### src/rtl/ifetch_prefetch_pkg.sv
// Shared types and default parameters for the instruction prefetch front end.
package ifetch_prefetch_pkg;

  localparam int INST_ADDR_WIDTH_DEF = 10;
  localparam int INST_DATA_WIDTH_DEF = 32;
  localparam int IF_DEPTH_DEF        = 4;
  localparam int RESET_PC_DEF        = 0;
  localparam int PC_STEP_DEF         = 1;

  typedef enum logic {
    IDLE = 1'b0,
    RUN  = 1'b1
  } if_state_t;

  // Queue entry layout at the default widths; the fetcher re-declares the
  // same layout at its own parameterised widths.
  typedef struct packed {
    logic [INST_ADDR_WIDTH_DEF-1:0] pc;
    logic [INST_DATA_WIDTH_DEF-1:0] inst;
  } if_entry_t;

endpackage

### src/rtl/ifetch_prefetch_if.sv
// Fetcher bus: imem read port, decode handshake, redirect and occupancy.
interface ifetch_prefetch_if
  import ifetch_prefetch_pkg::*;
#(
  parameter int INST_ADDR_WIDTH = INST_ADDR_WIDTH_DEF,
  parameter int INST_DATA_WIDTH = INST_DATA_WIDTH_DEF,
  parameter int IF_DEPTH        = IF_DEPTH_DEF
);
  localparam int CW = $clog2(IF_DEPTH) + 1;

  logic                       start;
  logic                       imem_en;
  logic [INST_ADDR_WIDTH-1:0] imem_addr;
  logic [INST_DATA_WIDTH-1:0] imem_data;
  logic                       if_valid;
  logic                       if_ready;
  logic [INST_DATA_WIDTH-1:0] if_inst;
  logic [INST_ADDR_WIDTH-1:0] if_pc;
  logic                       redirect_valid;
  logic [INST_ADDR_WIDTH-1:0] redirect_pc;
  logic [CW-1:0]              fifo_count;

  modport master (
    input  start, imem_data, if_ready, redirect_valid, redirect_pc,
    output imem_en, imem_addr, if_valid, if_inst, if_pc, fifo_count
  );

  modport slave (
    output start, imem_data, if_ready, redirect_valid, redirect_pc,
    input  imem_en, imem_addr, if_valid, if_inst, if_pc, fifo_count
  );

endinterface

### src/rtl/ifetch_prefetch_fifo.sv
// Synchronous FIFO holding fetched {pc, inst} entries; flush wins over push/pop.
module ifetch_prefetch_fifo #(
  parameter int W     = 42,
  parameter int DEPTH = 4,
  parameter int CW    = $clog2(DEPTH) + 1
) (
  input  logic          clk,
  input  logic          rst,
  input  logic          push,
  input  logic          pop,
  input  logic          flush,
  input  logic [W-1:0]  din,
  output logic [W-1:0]  dout,
  output logic [CW-1:0] count,
  output logic          full,
  output logic          empty
);
  localparam int PW = $clog2(DEPTH);

  logic [W-1:0]  mem [DEPTH];
  logic [PW-1:0] wr_ptr;
  logic [PW-1:0] rd_ptr;
  logic [CW-1:0] cnt;

  // Pointers and occupancy; power-of-two depth lets the pointers wrap naturally.
  always_ff @(posedge clk) begin
    if (rst || flush) begin
      wr_ptr <= '0;
      rd_ptr <= '0;
      cnt    <= '0;
    end else begin
      if (push) wr_ptr <= wr_ptr + PW'(1);
      if (pop)  rd_ptr <= rd_ptr + PW'(1);
      case ({push, pop})
        2'b10:   cnt <= cnt + CW'(1);
        2'b01:   cnt <= cnt - CW'(1);
        default: cnt <= cnt;
      endcase
    end
  end

  // Storage; cleared on reset so the head reads as zero until the first push.
  always_ff @(posedge clk) begin
    if (rst) begin
      for (int i = 0; i < DEPTH; i++) mem[i] <= '0;
    end else if (push && !flush) begin
      mem[wr_ptr] <= din;
    end
  end

  assign dout  = mem[rd_ptr];
  assign count = cnt;
  assign full  = (cnt == CW'(DEPTH));
  assign empty = (cnt == '0);

endmodule

### src/rtl/ifetch_prefetch.sv
// Pipelined instruction fetcher: issues sequential imem reads against a credit
// limit and queues {pc, inst} for decode; redirect flushes the queue.
module ifetch_prefetch
  import ifetch_prefetch_pkg::*;
#(
  parameter int INST_ADDR_WIDTH = INST_ADDR_WIDTH_DEF,
  parameter int INST_DATA_WIDTH = INST_DATA_WIDTH_DEF,
  parameter int IF_DEPTH        = IF_DEPTH_DEF,
  parameter int RESET_PC        = RESET_PC_DEF,
  parameter int PC_STEP         = PC_STEP_DEF
) (
  input logic                clk,
  input logic                rst,
  ifetch_prefetch_if.master  bus
);
  localparam int CW = $clog2(IF_DEPTH) + 1;
  localparam logic [CW:0]                DEPTH_V = (CW+1)'(IF_DEPTH);
  localparam logic [INST_ADDR_WIDTH-1:0] STEP_V  = INST_ADDR_WIDTH'(PC_STEP);
  localparam logic [INST_ADDR_WIDTH-1:0] START_V = INST_ADDR_WIDTH'(RESET_PC);

  typedef struct packed {
    logic [INST_ADDR_WIDTH-1:0] pc;
    logic [INST_DATA_WIDTH-1:0] inst;
  } entry_t;
  localparam int EW = $bits(entry_t);

  if_state_t                  state_q;
  if_state_t                  state_d;
  logic [INST_ADDR_WIDTH-1:0] fetch_pc_p0;
  logic [INST_ADDR_WIDTH-1:0] pc_p1;
  logic                       vld_p1;
  logic                       issue;
  logic                       push;
  logic                       pop;
  logic                       kill;
  logic                       full;
  logic                       empty;
  logic [CW-1:0]              count;
  logic [CW:0]                credit_used;
  entry_t                     push_entry;
  entry_t                     head_entry;

  // A redirect kills the response landing this cycle and hides the head.
  assign kill        = bus.redirect_valid;
  assign credit_used = {1'b0, count} + {{CW{1'b0}}, vld_p1};
  assign pop         = bus.if_valid && bus.if_ready;
  assign push        = vld_p1 && !kill;
  assign push_entry  = '{pc: pc_p1, inst: bus.imem_data};

  // State register.
  always_ff @(posedge clk) begin
    if (rst) state_q <= IDLE;
    else     state_q <= state_d;
  end

  // Next state and issue decision; a pop frees a slot in the same cycle.
  always_comb begin
    state_d = state_q;
    issue   = 1'b0;
    case (state_q)
      IDLE: if (bus.start && !bus.redirect_valid) state_d = RUN;
      RUN:  issue = !bus.redirect_valid && ((credit_used < DEPTH_V) || pop);
      default: state_d = IDLE;
    endcase
  end

  // Fetch PC: redirect beats start beats sequential advance.
  always_ff @(posedge clk) begin
    if (rst)                              fetch_pc_p0 <= '0;
    else if (bus.redirect_valid)          fetch_pc_p0 <= bus.redirect_pc;
    else if (state_q == IDLE && bus.start) fetch_pc_p0 <= START_V;
    else if (issue)                       fetch_pc_p0 <= fetch_pc_p0 + STEP_V;
  end

  // ---- p0 -> p1: read issued, response due next cycle ----
  always_ff @(posedge clk) begin
    if (rst) vld_p1 <= 1'b0;
    else     vld_p1 <= issue;
  end

  // PC tag travelling with the outstanding read.
  always_ff @(posedge clk) begin
    pc_p1 <= fetch_pc_p0;
  end

  // ---- p1 -> queue: response written unless killed ----
  ifetch_prefetch_fifo #(
    .W     (EW),
    .DEPTH (IF_DEPTH),
    .CW    (CW)
  ) u_fifo (
    .clk   (clk),
    .rst   (rst),
    .push  (push),
    .pop   (pop),
    .flush (kill),
    .din   (push_entry),
    .dout  (head_entry),
    .count (count),
    .full  (full),
    .empty (empty)
  );

  // Credit accounting must never let a response arrive at a full queue.
  always_ff @(posedge clk) begin
    if (!rst) assert (!(push && full && !pop));
  end

  assign bus.imem_en    = issue;
  assign bus.imem_addr  = fetch_pc_p0;
  assign bus.if_valid   = !empty && !bus.redirect_valid;
  assign bus.if_inst    = head_entry.inst;
  assign bus.if_pc      = head_entry.pc;
  assign bus.fifo_count = count;

endmodule

### src/flat_wrapper.sv
// flat-port wrapper written by rule: the top's interface ports become plain ports
module ifetch_prefetch_flat import ifetch_prefetch_pkg::*;
#(
  parameter int INST_ADDR_WIDTH = INST_ADDR_WIDTH_DEF,
  parameter int INST_DATA_WIDTH = INST_DATA_WIDTH_DEF,
  parameter int IF_DEPTH        = IF_DEPTH_DEF,
  parameter int RESET_PC        = RESET_PC_DEF,
  parameter int PC_STEP         = PC_STEP_DEF
)
  (clk, rst, bus_start, bus_imem_data, bus_if_ready, bus_redirect_valid, bus_redirect_pc, bus_imem_en, bus_imem_addr, bus_if_valid, bus_if_inst, bus_if_pc, bus_fifo_count);
  ifetch_prefetch_if #(.INST_ADDR_WIDTH(INST_ADDR_WIDTH), .INST_DATA_WIDTH(INST_DATA_WIDTH), .IF_DEPTH(IF_DEPTH)) bus_i ();
  input logic clk;
  input logic rst;
  input wire logic [$bits(bus_i.start)-1:0] bus_start;
  input wire logic [$bits(bus_i.imem_data)-1:0] bus_imem_data;
  input wire logic [$bits(bus_i.if_ready)-1:0] bus_if_ready;
  input wire logic [$bits(bus_i.redirect_valid)-1:0] bus_redirect_valid;
  input wire logic [$bits(bus_i.redirect_pc)-1:0] bus_redirect_pc;
  output wire logic [$bits(bus_i.imem_en)-1:0] bus_imem_en;
  output wire logic [$bits(bus_i.imem_addr)-1:0] bus_imem_addr;
  output wire logic [$bits(bus_i.if_valid)-1:0] bus_if_valid;
  output wire logic [$bits(bus_i.if_inst)-1:0] bus_if_inst;
  output wire logic [$bits(bus_i.if_pc)-1:0] bus_if_pc;
  output wire logic [$bits(bus_i.fifo_count)-1:0] bus_fifo_count;
  assign bus_i.start = bus_start;
  assign bus_i.imem_data = bus_imem_data;
  assign bus_i.if_ready = bus_if_ready;
  assign bus_i.redirect_valid = bus_redirect_valid;
  assign bus_i.redirect_pc = bus_redirect_pc;
  assign bus_imem_en = bus_i.imem_en;
  assign bus_imem_addr = bus_i.imem_addr;
  assign bus_if_valid = bus_i.if_valid;
  assign bus_if_inst = bus_i.if_inst;
  assign bus_if_pc = bus_i.if_pc;
  assign bus_fifo_count = bus_i.fifo_count;
  ifetch_prefetch #(.INST_ADDR_WIDTH(INST_ADDR_WIDTH), .INST_DATA_WIDTH(INST_DATA_WIDTH), .IF_DEPTH(IF_DEPTH), .RESET_PC(RESET_PC), .PC_STEP(PC_STEP)) u_core (.clk(clk), .rst(rst), .bus(bus_i));
endmodule
### config.mk
export PLATFORM = sky130hd
export DESIGN_NAME = ifetch_prefetch_flat
export DESIGN_NICKNAME = d
export VERILOG_FILES = /design/src/rtl/ifetch_prefetch_pkg.sv /design/src/rtl/ifetch_prefetch_if.sv /design/src/rtl/ifetch_prefetch_fifo.sv /design/src/rtl/ifetch_prefetch.sv /design/src/flat_wrapper.sv
export SDC_FILE = /design/constraint.sdc
export NUM_CORES = 1
export LEC_CHECK = 0
export CELL_PAD_IN_SITES_DETAIL_PLACEMENT = 1
export CELL_PAD_IN_SITES_GLOBAL_PLACEMENT = 2
export CORE_MARGIN = 1.5
export CORE_UTILIZATION = 44
export CTS_CLUSTER_SIZE = 10
export DETAILED_ROUTE_END_ITERATION = 7
export DONT_BUFFER_PORTS = 1
export PLACE_DENSITY_LB_ADDON = 0.05
export SKIP_CTS_REPAIR_TIMING = 1
export SYNTH_ARGS = -nofsm -noshare
export SYNTH_HDL_FRONTEND = slang
export SYNTH_SLANG_ARGS = --single-unit
### constraint.sdc
create_clock -name clk -period 3.7 [get_ports clk]
set_input_delay 0.555 -clock clk [delete_from_list [all_inputs] [get_ports clk]]
set_output_delay 0.555 -clock clk [all_outputs]
set_load 0.1 [all_outputs]
==> results of run 1 <==
where the power goes:
part,total [W],internal [W],switching (W),leakage [nW]
Clock,0.00174,0.000876,0.000861,0.262
Combinational,0.000341,0.0000595,0.000282,1.26
Sequential,0.00255,0.00250,0.0000452,1.99
Total,0.00463,0.00344,0.00119,3.51
cell type report:
cell class / count / share of cell area, %
Multi-Input combinational cell: 316 / 25.52
Timing Repair Buffer: 26 / 2.370
Inverter: 51 / 2.060
Clock buffer: 17 / 4.579
Sequential cell: 199 / 61.03
Clock inverter: 15 / 1.293
Tap cell: 234 / 3.151
synthesized netlist by cell type:
cell type / number
o21a_1: 3
buf_1: 1
or2_2: 3
o41ai_1: 1
inv_1: 51
dfxtp_1: 31
nor3_2: 1
buf_2: 9
nor3b_1: 1
nor3_1: 5
o32a_1: 1
a21oi_1: 5
nor4bb_1: 1
nor2b_1: 1
nor2_1: 114
a211oi_1: 3
or3_1: 1
clkbuf_1: 24
and3_1: 1
nand2b_1: 3
nor4_1: 1
a41o_1: 1
o21bai_1: 3
o211ai_1: 3
ha_1: 2
a22oi_1: 1
or4_1: 2
nand2_1: 54
nand3_1: 4
and2_1: 34
mux4_2: 42
o31a_1: 1
a31oi_4: 1
xor2_1: 3
xnor2_1: 3
fa_1: 1
or3b_1: 1
edfxtp_1: 168
a31oi_1: 2
a311oi_1: 4
o21ai_2: 1
o21ai_0: 6
nand4_1: 2
cells by family (layout without fill, tap and decap cells):
kind of cell             Yosys count  count (layout)  synth area share (%)
AND/OR/NAND/NOR                  229             229                 12.19
flip-flops                       199             199                 68.08
XOR/XNOR                           6               6                0.6316
buffers and inverters             85             109                 3.969
multiplexers                      42              42                 11.37
adder cells (fa/ha/maj)            3               3                0.5412
AO/OA/AOI/OAI                     36              36                 3.217
per-layer routing:
metal  vias up  share of wire [%]  GRT usage (%)
li1       2151                  -              -
met1      2347                 43          24.99
met2        84                 51          34.55
met3        12                4.4          4.821
met4         0               0.93          5.592
met5         -                  0              0
critical path, delay by kind of cell, from the launching register on:
kind	cells	cell delay [ns]
flops	1	0.98
fa+ha+maj	2	0.65
simple gates	3	0.94
compound gates	1	0.14
xor+xnor	1	0.16
buf+inv	1	0.07
registers in the layout (all words and copies together), names as in the netlist, named ones only:
| register | cells |
|---|---|
| u_core.state_q | 1 |
| u_core.pc_p1 | 10 |
| u_core.u_fifo.mem | 168 |
| u_core.u_fifo.rd_ptr | 2 |
| u_core.u_fifo.wr_ptr | 2 |
| u_core.vld_p1 | 1 |
| u_core.u_fifo.count | 3 |
| u_core.bus.imem_addr | 10 |
cell usage in the layout (no fill, tap or decap), types with 2 or more instances in the layout:
cell and count:
and2_1 34, clkinvlp_4 3, ha_1 2, or2_2 3, inv_8 2, nor2_2 2, xor2_1 3, dfxtp_1 29
a31oi_1 2, o211ai_1 3, nand3_1 4, nand2b_1 2, o21a_1 3, a21oi_1 5, edfxtp_1 168, inv_1 51
clkinv_2 2, nor2_1 111, or4_1 2, inv_6 4, buf_4 24, o21bai_4 2, a311oi_1 4, nand2_1 54
clkbuf_16 17, clkinv_4 3, mux4_2 42, a211oi_1 3, nand4_1 2, o21ai_0 6, xnor2_1 3, nor3_1 5
buf_12 2
through the flow:
step           std cells  utilization, %
4_1_cts              858           49.84
2_1_floorplan        600               -
6_report             858           49.84
5_1_grt              858           49.84
3_3_place_gp         826           46.91
3_5_place_dp         826           46.91
worst max path at each step:
stage | slack, ns | start | depth (start not counted) | end
finish | 0.70 | u_core.u_fifo.count[0]$_SDFFE_PP0P_ | 8 | u_core.u_fifo.count[2]$_SDFFE_PP0P_
global route | 0.56 | u_core.u_fifo.count[0]$_SDFFE_PP0P_ | 8 | u_core.u_fifo.count[2]$_SDFFE_PP0P_
CTS | 0.66 | u_core.u_fifo.count[0]$_SDFFE_PP0P_ | 5 | bus_imem_en
detailed placement | 0.72 | u_core.u_fifo.count[0]$_SDFFE_PP0P_ | 8 | u_core.u_fifo.count[2]$_SDFFE_PP0P_
global placement | 0.82 | u_core.u_fifo.count[0]$_SDFFE_PP0P_ | 8 | u_core.u_fifo.count[2]$_SDFFE_PP0P_
floorplan | 0.48 | bus_redirect_valid | 2 | u_core.u_fifo.mem[0][0]$_SDFFCE_PN0P_
==> Implementation_results.wiki, run 1 <==
{| class="wikitable"
! Metric !! Value
|-
| Total via count in the routed design || about 4.6k
|-
| Placement-stage cell area || 0.008746 mm²
|-
| Port bufs || 0
|-
| Count of mapped cells out of synthesis || 600
|-
| Top-area cell type share of the netlist area || between 60% and 70%
|-
| Diodes inserted || 0
|-
| First-pass GRT wire length || approximately 29,000 µm
|-
| CTS tree || yes
|-
| Detailed-placement wirelength estimate || 11,170 µm
|-
| Worst hold margin || roughly 0.18 ns
|-
| # nets final || around 660
|-
| Startpoint of the worst register-to-register path || u_core.u_fifo.count[0]$_SDFFE_PP0P_
|-
| Synth top area cells || edfxtp_1 (61%), mux4_2 (11%), dfxtp_1 (7.5%), nor2_1 (5.1%), and2_1 (2.6%)
|-
| WP data required || around 4 ns
|-
| Initial standard-cell utilization of the core || between 40% and 50%
|-
| Pin slew with the least headroom to its limit || between 1 and 1.5 ns
|-
| Multi-input logic area || 0.002371 mm²
|-
| Crit Reg-Reg Endpoint || u_core.u_fifo.count[2]$_SDFFE_PP0P_
|-
| Number of library cell types mapped by synthesis || 43
|-
| Worst hold path cell count || 1
|-
| Number of ports placed on the die boundary || between 100 and 150
|-
| Pin count of the biggest net entering global routing || 43
|-
| Result of the run || completed
|-
| Worst voltage drop across the vdd grid || about 0.33 mV
|-
| Area growth from synthesis to layout || 11.65%
|-
| Area of the core || between 0.015 and 0.02 mm²
|-
| Vertical die dimension || between 100 and 150 µm
|-
| Source-to-sink clock delay at the later pin of the worst-skew pair || between 0.4 and 0.5 ns
|-
| Total congestion overflow || 0
|-
| Clock Sink Count || between 150 and 200
|-
| Residual DRC || 0
|-
| Kind of critical path || register to register
|-
| Endpoint with the worst hold slack || u_core.state_q$_SDFF_PP0_
|-
| Data arrival time of the worst path || roughly 3.4 ns
|-
| Final Cell Area || 0.009291 mm²
|-
| Classification of the worst-slack hold path || primary input to register
|-
| Maximum clock rate || 0.3336 GHz
|-
| Post-Synthesis Net Count || between 600 and 700
|-
| Critical Path Start Type || register
|-
| Endpoints failing hold || 0
|-
| Aggregate negative setup slack || 0 ns
|-
| Critical-path cell list || nor3_1 -> nor3b_1 -> ha_1 -> inv_1 -> fa_1 -> xor2_1 -> or3_1 -> a21oi_1
|-
| Layout cells sized above 1 || 18.27%
|-
| Worst reg2reg setup slack || about 0.70 ns
|-
| Clock-pin slew of the registers on the worst-case setup and hold paths || ~0.070 ns
|-
| Hold Path Origin || rst
|-
| RePlAce Congestion || approximately 0.73
|-
| Least setup slack across all paths after layout || approximately 0.70 ns
|-
| Number of register bits inferred by synthesis || 199
|-
| Number of nets with antenna violations after routing || 0
|-
| Worst clock skew || 0.01040 ns
|-
| Normalized max-slew margin || 25.86%
|-
| Highest net fanout along the worst path || 3
|-
| Power Density || between 400 and 500 mW/mm²
|-
| Global Route Usage Sum || around a fifth
|-
| Final Critical Period || about 3.0 ns
|-
| Overall die width || around 140 µm
|-
| Vias in the first global route || a little over 5k
|-
| Period utilisation layout || 81.02%
|-
| Number of antenna violations at the first check in global routing || 0
|-
| Biggest cell delay along the critical path || between 0.9 and 1 ns
|-
| Count of maximum capacitance violations || 0
|-
| Share of synthesized area occupied by flip-flops and latches || between 60% and 70%
|-
| DRC marker count from the first detailed-route iteration || roughly 200
|-
| Setup repair after global routing missed its margin || false
|-
| Synth Area per Inst || approximately 14 µm²
|-
| Register area || approximately 0.0057 mm²
|-
| Leakage || 3.513 nW
|-
| Layout fillers || 1,868
|-
| Warnings from Yosys || 0
|-
| Pre-antenna DRT Iters || 4
|-
| Crit path max-delay cell type || dfxtp_1
|-
| Worst Reg2Reg Path Length in Cells || 8
|-
| Area of the mapped netlist || ~0.0083 mm²
|-
| Setup slack at placement || approximately 0.72 ns
|-
| Root Buffer || clkbuf_16
|-
| Cell type with the largest total area after synthesis || edfxtp_1
|-
| Die Footprint || 0.01975 mm²
|-
| Detailed Route WL || about 18,000 µm
|-
| Number of buffers on the longest clock path || 2
|-
| Count of final max-slew check failures || 0
|-
| Setup-failing EPs final || 0
|-
| Number of H-tree branching levels || 4
|-
| Crit. End Element || register
|-
| Number of vias per cell after detailed routing || ~5.4
|-
| Rows || 50
|-
| CTS Buf Count || 17
|-
| Overall power after layout || around 0.0046 W
|-
| Routed length per placed instance || approximately 21 µm
|}
Note: power is estimated with default switching activity, not from simulation.
==> inputs of run 2 (changes only) <==
CORE_UTILIZATION = 40   (was 44)
clock period = 2.65 ns   (was 3.7 ns; I/O delays follow)
==> run 2 against run 1 <==
Effect of this change:
- power up 41%
- sequential cell count unchanged
- combinational power up 50%
- routed wire length up 4.2%
- sequential power up 39%
- register-to-register slack worse by 0.51 ns
- utilization down 3.2 points
- clock skew up 0.0017 ns
- cell area up 2.0%
- cell count up 5.1%
- largest cell class unchanged
- highest routed layer unchanged
==> Implementation_results.wiki, run 2 (same netlist as run 1, synthesis figures left out) <==
{| class="wikitable"
! Metric !! Value
|-
| Least setup slack across all paths after layout || 0.1629 ns
|-
| Worst hold path cell count || 1
|-
| Diodes inserted || 0
|-
| Worst clock skew || 0.01211 ns
|-
| Vias in the first global route || around 5k
|-
| Hold Path Origin || rst
|-
| Clock-pin slew of the registers on the worst-case setup and hold paths || 0.07 ns
|-
| RePlAce Congestion || just over 0.7
|-
| Internal power contribution || between 0.004 and 0.005 W
|-
| Total via count in the routed design || about 4.7k
|-
| Worst voltage drop across the vdd grid || 0.4369 mV
|-
| Die Footprint || 0.02168 mm²
|-
| Clock power frac || between 30 and 40%
|-
| Pin count of the biggest net entering global routing || 43
|-
| Flip-flop count of the largest register after layout || between 150 and 200
|-
| Port bufs || 0
|-
| Data arrival time of the worst path || ~2.1 ns
|-
| Most common cell after layout, fill and taps aside || edfxtp_1
|-
| Overall power after layout || ~0.0065 W
|-
| Vertical die dimension || roughly 150 µm
|-
| Endpoints failing hold || 0
|-
| Total congestion overflow || 0
|-
| Number of antenna violations at the first check in global routing || 0
|-
| Power Density || 689.0 mW/mm²
|-
| Layout fillers || around 2.1k
|-
| Area growth from synthesis to layout || 13.88%
|-
| DRC marker count from the first detailed-route iteration || between 200 and 300
|-
| # nets final || between 600 and 700
|-
| Critical Path Start Type || register
|-
| Result of the run || completed
|-
| Period utilisation layout || 93.85%
|-
| Endpoint with the worst hold slack || u_core.bus.imem_addr[9]$_SDFFE_PP0P_
|-
| Pin slew with the least headroom to its limit || ~0.64 ns
|-
| Pre-antenna DRT Iters || 4
|-
| Leakage || 3.588 nW
|-
| Number of buffers on the longest clock path || 2
|-
| Number of ports placed on the die boundary || between 100 and 150
|-
| Rows || between 50 and 60
|-
| Source-to-sink clock delay at the later pin of the worst-skew pair || 0.44 ns
|-
| Clock Sink Count || roughly 200
|-
| Number of H-tree branching levels || 4
|-
| Switch Pwr || about 0.0016 W
|-
| Number of vias per cell after detailed routing || 5.216
|-
| Worst reg2reg setup slack || 0.19 ns
|-
| Normalized max-slew margin || between 50% and 60%
|-
| Global Route Usage Sum || approximately a fifth
|-
| Residual DRC || 0
|-
| Highest net fanout along the worst path || 16
|-
| Final Critical Period || approximately 2.5 ns
|-
| CTS tree || yes
|-
| Detailed-placement wirelength estimate || ~11,000 µm
|-
| Routed length per placed instance || around 21 µm
|-
| Switching share of power || 25.15%
|-
| Startpoint of the worst register-to-register path || u_core.u_fifo.count[0]$_SDFFE_PP0P_
|-
| Initial standard-cell utilization of the core || between 40% and 50%
|-
| Count of final max-slew check failures || 0
|-
| Placement-stage cell area || 0.008910 mm²
|-
| Register with the most flip-flops || u_core.u_fifo.mem
|-
| Register area || approximately 0.0057 mm²
|-
| Setup slack at placement || approximately 0.028 ns
|-
| Utilization after layout || a little under half
|-
| Setup-failing EPs final || 0
|-
| Combinational fraction of design power || around 8%
|-
| First-pass GRT wire length || ~30,000 µm
|-
| Detailed Route WL || approximately 19,000 µm
|-
| Root Buffer || clkbuf_16
|-
| Crit Reg-Reg Endpoint || u_core.u_fifo.count[2]$_SDFFE_PP0P_
|-
| Classification of the worst-slack hold path || primary input to register
|-
| Setup repair after global routing missed its margin || false
|-
| Commonest cells after routing, fill and taps aside || edfxtp_1 (168), nor2_1 (111), nand2_1 (54), inv_1 (51), mux4_2 (42)
|-
| Final Cell Area || roughly 0.0095 mm²
|-
| CTS Buf Count || 17
|-
| Multi-input logic area || between 0.002 and 0.0025 mm²
|-
| Maximum clock rate || between 0.4 and 0.5 GHz
|-
| Aggregate negative setup slack || 0 ns
|-
| Layout cells sized above 1 || 19.46%
|-
| Kind of critical path || register to output pin
|-
| Number of nets with antenna violations after routing || 0
|-
| Crit. End Element || output pin
|-
| Count of maximum capacitance violations || 0
|-
| Fraction of power consumed by sequential logic || approximately 54%
|-
| Area of the core || between 0.02 and 0.025 mm²
|-
| Worst Reg2Reg Path Length in Cells || 8
|-
| WP data required || approximately 2.3 ns
|-
| Overall die width || between 100 and 150 µm
|}
-- run 2: area by class of cell --
cell class              count  share of cell area, %
inverters                  51                  2.020
multi-input cells         316                  25.02
well taps                 270                  3.565
clock buffers              21                  4.978
repair buffers             34                  3.644
clock inverters            11                 0.8714
flip-flops and latches    199                  59.90
-- run 2: worst max-delay path by stage --
stage / from / to / cells past startpoint
after floorplan: u_core.u_fifo.count[1]$_SDFFE_PP0P_ / bus_imem_en / 3
after global placement: u_core.u_fifo.count[0]$_SDFFE_PP0P_ / u_core.u_fifo.count[2]$_SDFFE_PP0P_ / 8
after detailed placement: u_core.u_fifo.count[0]$_SDFFE_PP0P_ / u_core.u_fifo.count[2]$_SDFFE_PP0P_ / 8
after CTS: u_core.u_fifo.count[0]$_SDFFE_PP0P_ / u_core.u_fifo.count[2]$_SDFFE_PP0P_ / 8
after global routing: u_core.u_fifo.count[0]$_SDFFE_PP0P_ / u_core.u_fifo.count[2]$_SDFFE_PP0P_ / 8
final: register / bus_if_inst[31] / 2
-- run 2: layer usage --
| metal | vias up | wire length (µm) | global-route usage (%) |
|---|---|---|---|
| met4 | 0 | 237 | 5.650 |
| li1 | 2165 | - | - |
| met1 | 2421 | 8328 | 23.72 |
| met2 | 103 | 9712 | 32.51 |
| met3 | 16 | 898 | 4.099 |
| met5 | - | 0 | 0 |
-- run 2: worst max-delay path, stage by stage, from the launching register on --
cell	delay (ns)
dfxtp_4	0.59
buf_12	0.24
mux4_2	0.81
-- run 2: power by group through the flow --
| stage | registers [W] | logic, W | clock network [W] |
|---|---|---|---|
| final | 0.00354 | 0.000513 | 0.00248 |
| after global routing | 0.00355 | 0.000534 | 0.00265 |
| after CTS | 0.00354 | 0.000520 | 0.00254 |
| after detailed placement | 0.00361 | 0.000519 | 0 |
| after global placement | 0.00360 | 0.000518 | 0 |
| after floorplan | 0.00368 | 0.000344 | 0 |
-- run 2: stage by stage --
| stage | hold slack (ns) | instances |
|---|---|---|
| after CTS | -0.006022 | 901 |
| after floorplan | 0.4902 | 600 |
| final | 0.02009 | 902 |
| after global routing | 0.001093 | 902 |
| after detailed placement | 0.4072 | 869 |
| after global placement | 0.4000 | 869 |
==> inputs of run 3 (changes only) <==
==> constraint.sdc (replaced) <==
create_clock -name clk -period 2.65 [get_ports clk]
set_input_delay 0.3975 -clock clk [delete_from_list [all_inputs] [get_ports clk]]
set_output_delay 0.3975 -clock clk [all_outputs]
set_load 0.01 [all_outputs]
==> run 3 against run 2 <==
Effect of this change:
- sequential power hardly changed
- setup slack better by 0.12 ns
- cell count down 1.9%
- fmax is 5.2% higher
- worst hold slack improved by 0.0094 ns
- power shrank 2.5%
- die area unchanged
- sequential share of layout area up 0.68 points
- combinational power shrank 57%
- clock power is 4% higher
- critical path depth grew 6
- largest cell class unchanged
==> Implementation_results.wiki, run 3 (same netlist as run 1, synthesis figures left out) <==
{| class="wikitable"
! Metric !! Value
|-
| Vertical die dimension || 147.2 µm
|-
| DRC marker count from the first detailed-route iteration || roughly 230
|-
| Count of maximum capacitance violations || 0
|-
| Overall power after layout || about 0.0064 W
|-
| Aggregate negative setup slack || 0 ns
|-
| CTS tree || yes
|-
| Routed length per placed instance || about 22 µm
|-
| Classification of the worst-slack hold path || primary input to register
|-
| Most common cell after layout, fill and taps aside || edfxtp_1
|-
| Detailed-placement wirelength estimate || around 12,000 µm
|-
| # nets final || around 650
|-
| Period utilisation layout || between 80% and 90%
|-
| Pin count of the biggest net entering global routing || 43
|-
| Die Footprint || roughly 0.022 mm²
|-
| Startpoint of the worst register-to-register path || u_core.u_fifo.count[0]$_SDFFE_PP0P_
|-
| Number of ports placed on the die boundary || ~100
|-
| Clock Sink Count || between 150 and 200
|-
| Leakage || between 3 and 4 nW
|-
| WP data required || between 3 and 4 ns
|-
| Layout fillers || approximately 2.1k
|-
| Worst clock skew || slightly above 0.009 ns
|-
| Maximum clock rate || about 0.42 GHz
|-
| Final Critical Period || 2.364 ns
|-
| Highest net fanout along the worst path || 5
|-
| Pre-antenna DRT Iters || 4
|-
| Multi-input logic area || 0.002366 mm²
|-
| Worst hold path cell count || 1
|-
| Number of nets with antenna violations after routing || 0
|-
| Total congestion overflow || 0
|-
| Power Density || around 680 mW/mm²
|-
| Pin slew with the least headroom to its limit || 0.6948 ns
|-
| Endpoint with the worst hold slack || u_core.bus.imem_addr[3]$_SDFFE_PP0P_
|-
| Commonest cells after routing, fill and taps aside || edfxtp_1 (168), nor2_1 (113), nand2_1 (54), inv_1 (51), mux4_2 (42)
|-
| RePlAce Congestion || 0.7275
|-
| Setup-failing EPs final || 0
|-
| Vias in the first global route || between 5k and 6k
|-
| First-pass GRT wire length || between 20,000 and 30,000 µm
|-
| Number of H-tree branching levels || 4
|-
| Data arrival time of the worst path || 2.72 ns
|-
| Setup repair after global routing missed its margin || false
|-
| Crit. End Element || register
|-
| Detailed Route WL || ~19,000 µm
|-
| Area of the core || 0.02030 mm²
|-
| Rows || 52
|-
| Register area || ~0.0057 mm²
|-
| Total via count in the routed design || between 4k and 5k
|-
| Normalized max-slew margin || 53.51%
|-
| Layout cells sized above 1 || around 16%
|-
| Port bufs || 0
|-
| CTS Buf Count || 17
|-
| Worst Reg2Reg Path Length in Cells || 8
|-
| Residual DRC || 0
|-
| Clock-pin slew of the registers on the worst-case setup and hold paths || roughly 0.070 ns
|-
| Root Buffer || clkbuf_16
|-
| Critical Path Start Type || register
|-
| Initial standard-cell utilization of the core || about two fifths
|-
| Number of vias per cell after detailed routing || approximately 5.3
|-
| Count of final max-slew check failures || 0
|-
| Worst voltage drop across the vdd grid || a little under 0.4 mV
|-
| Hold Path Origin || rst
|-
| Number of antenna violations at the first check in global routing || 0
|-
| Kind of critical path || register to register
|-
| Worst reg2reg setup slack || about 0.29 ns
|-
| Crit Reg-Reg Endpoint || u_core.u_fifo.count[2]$_SDFFE_PP0P_
|-
| Endpoints failing hold || 0
|-
| Diodes inserted || 0
|-
| Flip-flop count of the largest register after layout || 168
|-
| Area growth from synthesis to layout || 12.48%
|-
| Result of the run || completed
|-
| Overall die width || around 150 µm
|-
| Number of buffers on the longest clock path || 2
|-
| Worst hold margin || 0.02947 ns
|-
| Global Route Usage Sum || a little under a fifth
|-
| Source-to-sink clock delay at the later pin of the worst-skew pair || 0.42 ns
|-
| Register with the most flip-flops || u_core.u_fifo.mem
|}
-- run 3: cell types whose count changed in the layout (fill, tap and decap cells not counted), moves of 2 or more --
| cell | delta |
|---|---|
| inv_4 | -4 |
| dfxtp_1 | +3 |
| nor2_1 | +2 |
| dfxtp_2 | -2 |
| buf_4 | -16 |
| nor2_2 | -2 |
| bufinv_16 | +2 |
-- run 3: report_power, final --
group	total, W	switching [W]	internal [W]
Clock	0.00259	0.00118	0.00141
Combinational	0.000220	0.000140	0.0000799
Sequential	0.00355	0.0000587	0.00349
Total	0.00637	0.00138	0.00499
-- run 3: worst max path at each step --
stage | startpoint | endpoint | cells past startpoint
CTS | register | bus_if_inst[31] | 2
floorplan | u_core.u_fifo.wr_ptr[0]$_SDFFE_PP0P_ | u_core.u_fifo.mem[0][0]$_SDFFCE_PN0P_ | 3
detailed placement | u_core.u_fifo.count[0]$_SDFFE_PP0P_ | u_core.u_fifo.count[2]$_SDFFE_PP0P_ | 8
global route | u_core.u_fifo.count[0]$_SDFFE_PP0P_ | u_core.u_fifo.count[2]$_SDFFE_PP0P_ | 8
global placement | u_core.u_fifo.count[0]$_SDFFE_PP0P_ | u_core.u_fifo.count[2]$_SDFFE_PP0P_ | 8
finish | u_core.u_fifo.count[0]$_SDFFE_PP0P_ | u_core.u_fifo.count[2]$_SDFFE_PP0P_ | 8
-- run 3: critical path, cell delays in order (launching register included) --
cell     delay (ns)
dfxtp_1        0.49
nor3_1         0.14
nor3b_1        0.36
ha_1           0.25
inv_1          0.06
fa_1           0.38
xor2_1         0.16
or3_1          0.31
a21oi_1        0.14
-- run 3: final cells by class --
class                      count  share of cell area [%]
inverter                      51                   2.045
timing repair buffer          17                   2.299
multi-input combinational    316                   25.28
clock buffer                  20                   4.665
sequential                   199                   60.58
tap                          270                   3.609
clock inverter                12                   1.524
-- run 3: per-layer routing --
metal / vias to the layer above / part of all wire [%] / track usage, %
li1: 2133 / - / -
met1: 2399 / 42 / 23.71
met4: 0 / 0.75 / 4.350
met3: 12 / 5.9 / 4.720
met5: - / 0 / 0
met2: 109 / 52 / 32.04
-- run 3: per-stage QoR --
step                      util [%]  area [µm²]  std cells  worst slack [ns]
after detailed placement     43.26        8781        853            0.3005
after floorplan                  -        8329        600            0.3228
after CTS                    46.11        9360        885            0.2735
after global routing         46.11        9360        885            0.1038
after global placement       43.26        8781        853            0.3683
final                        46.11        9360        885            0.2865
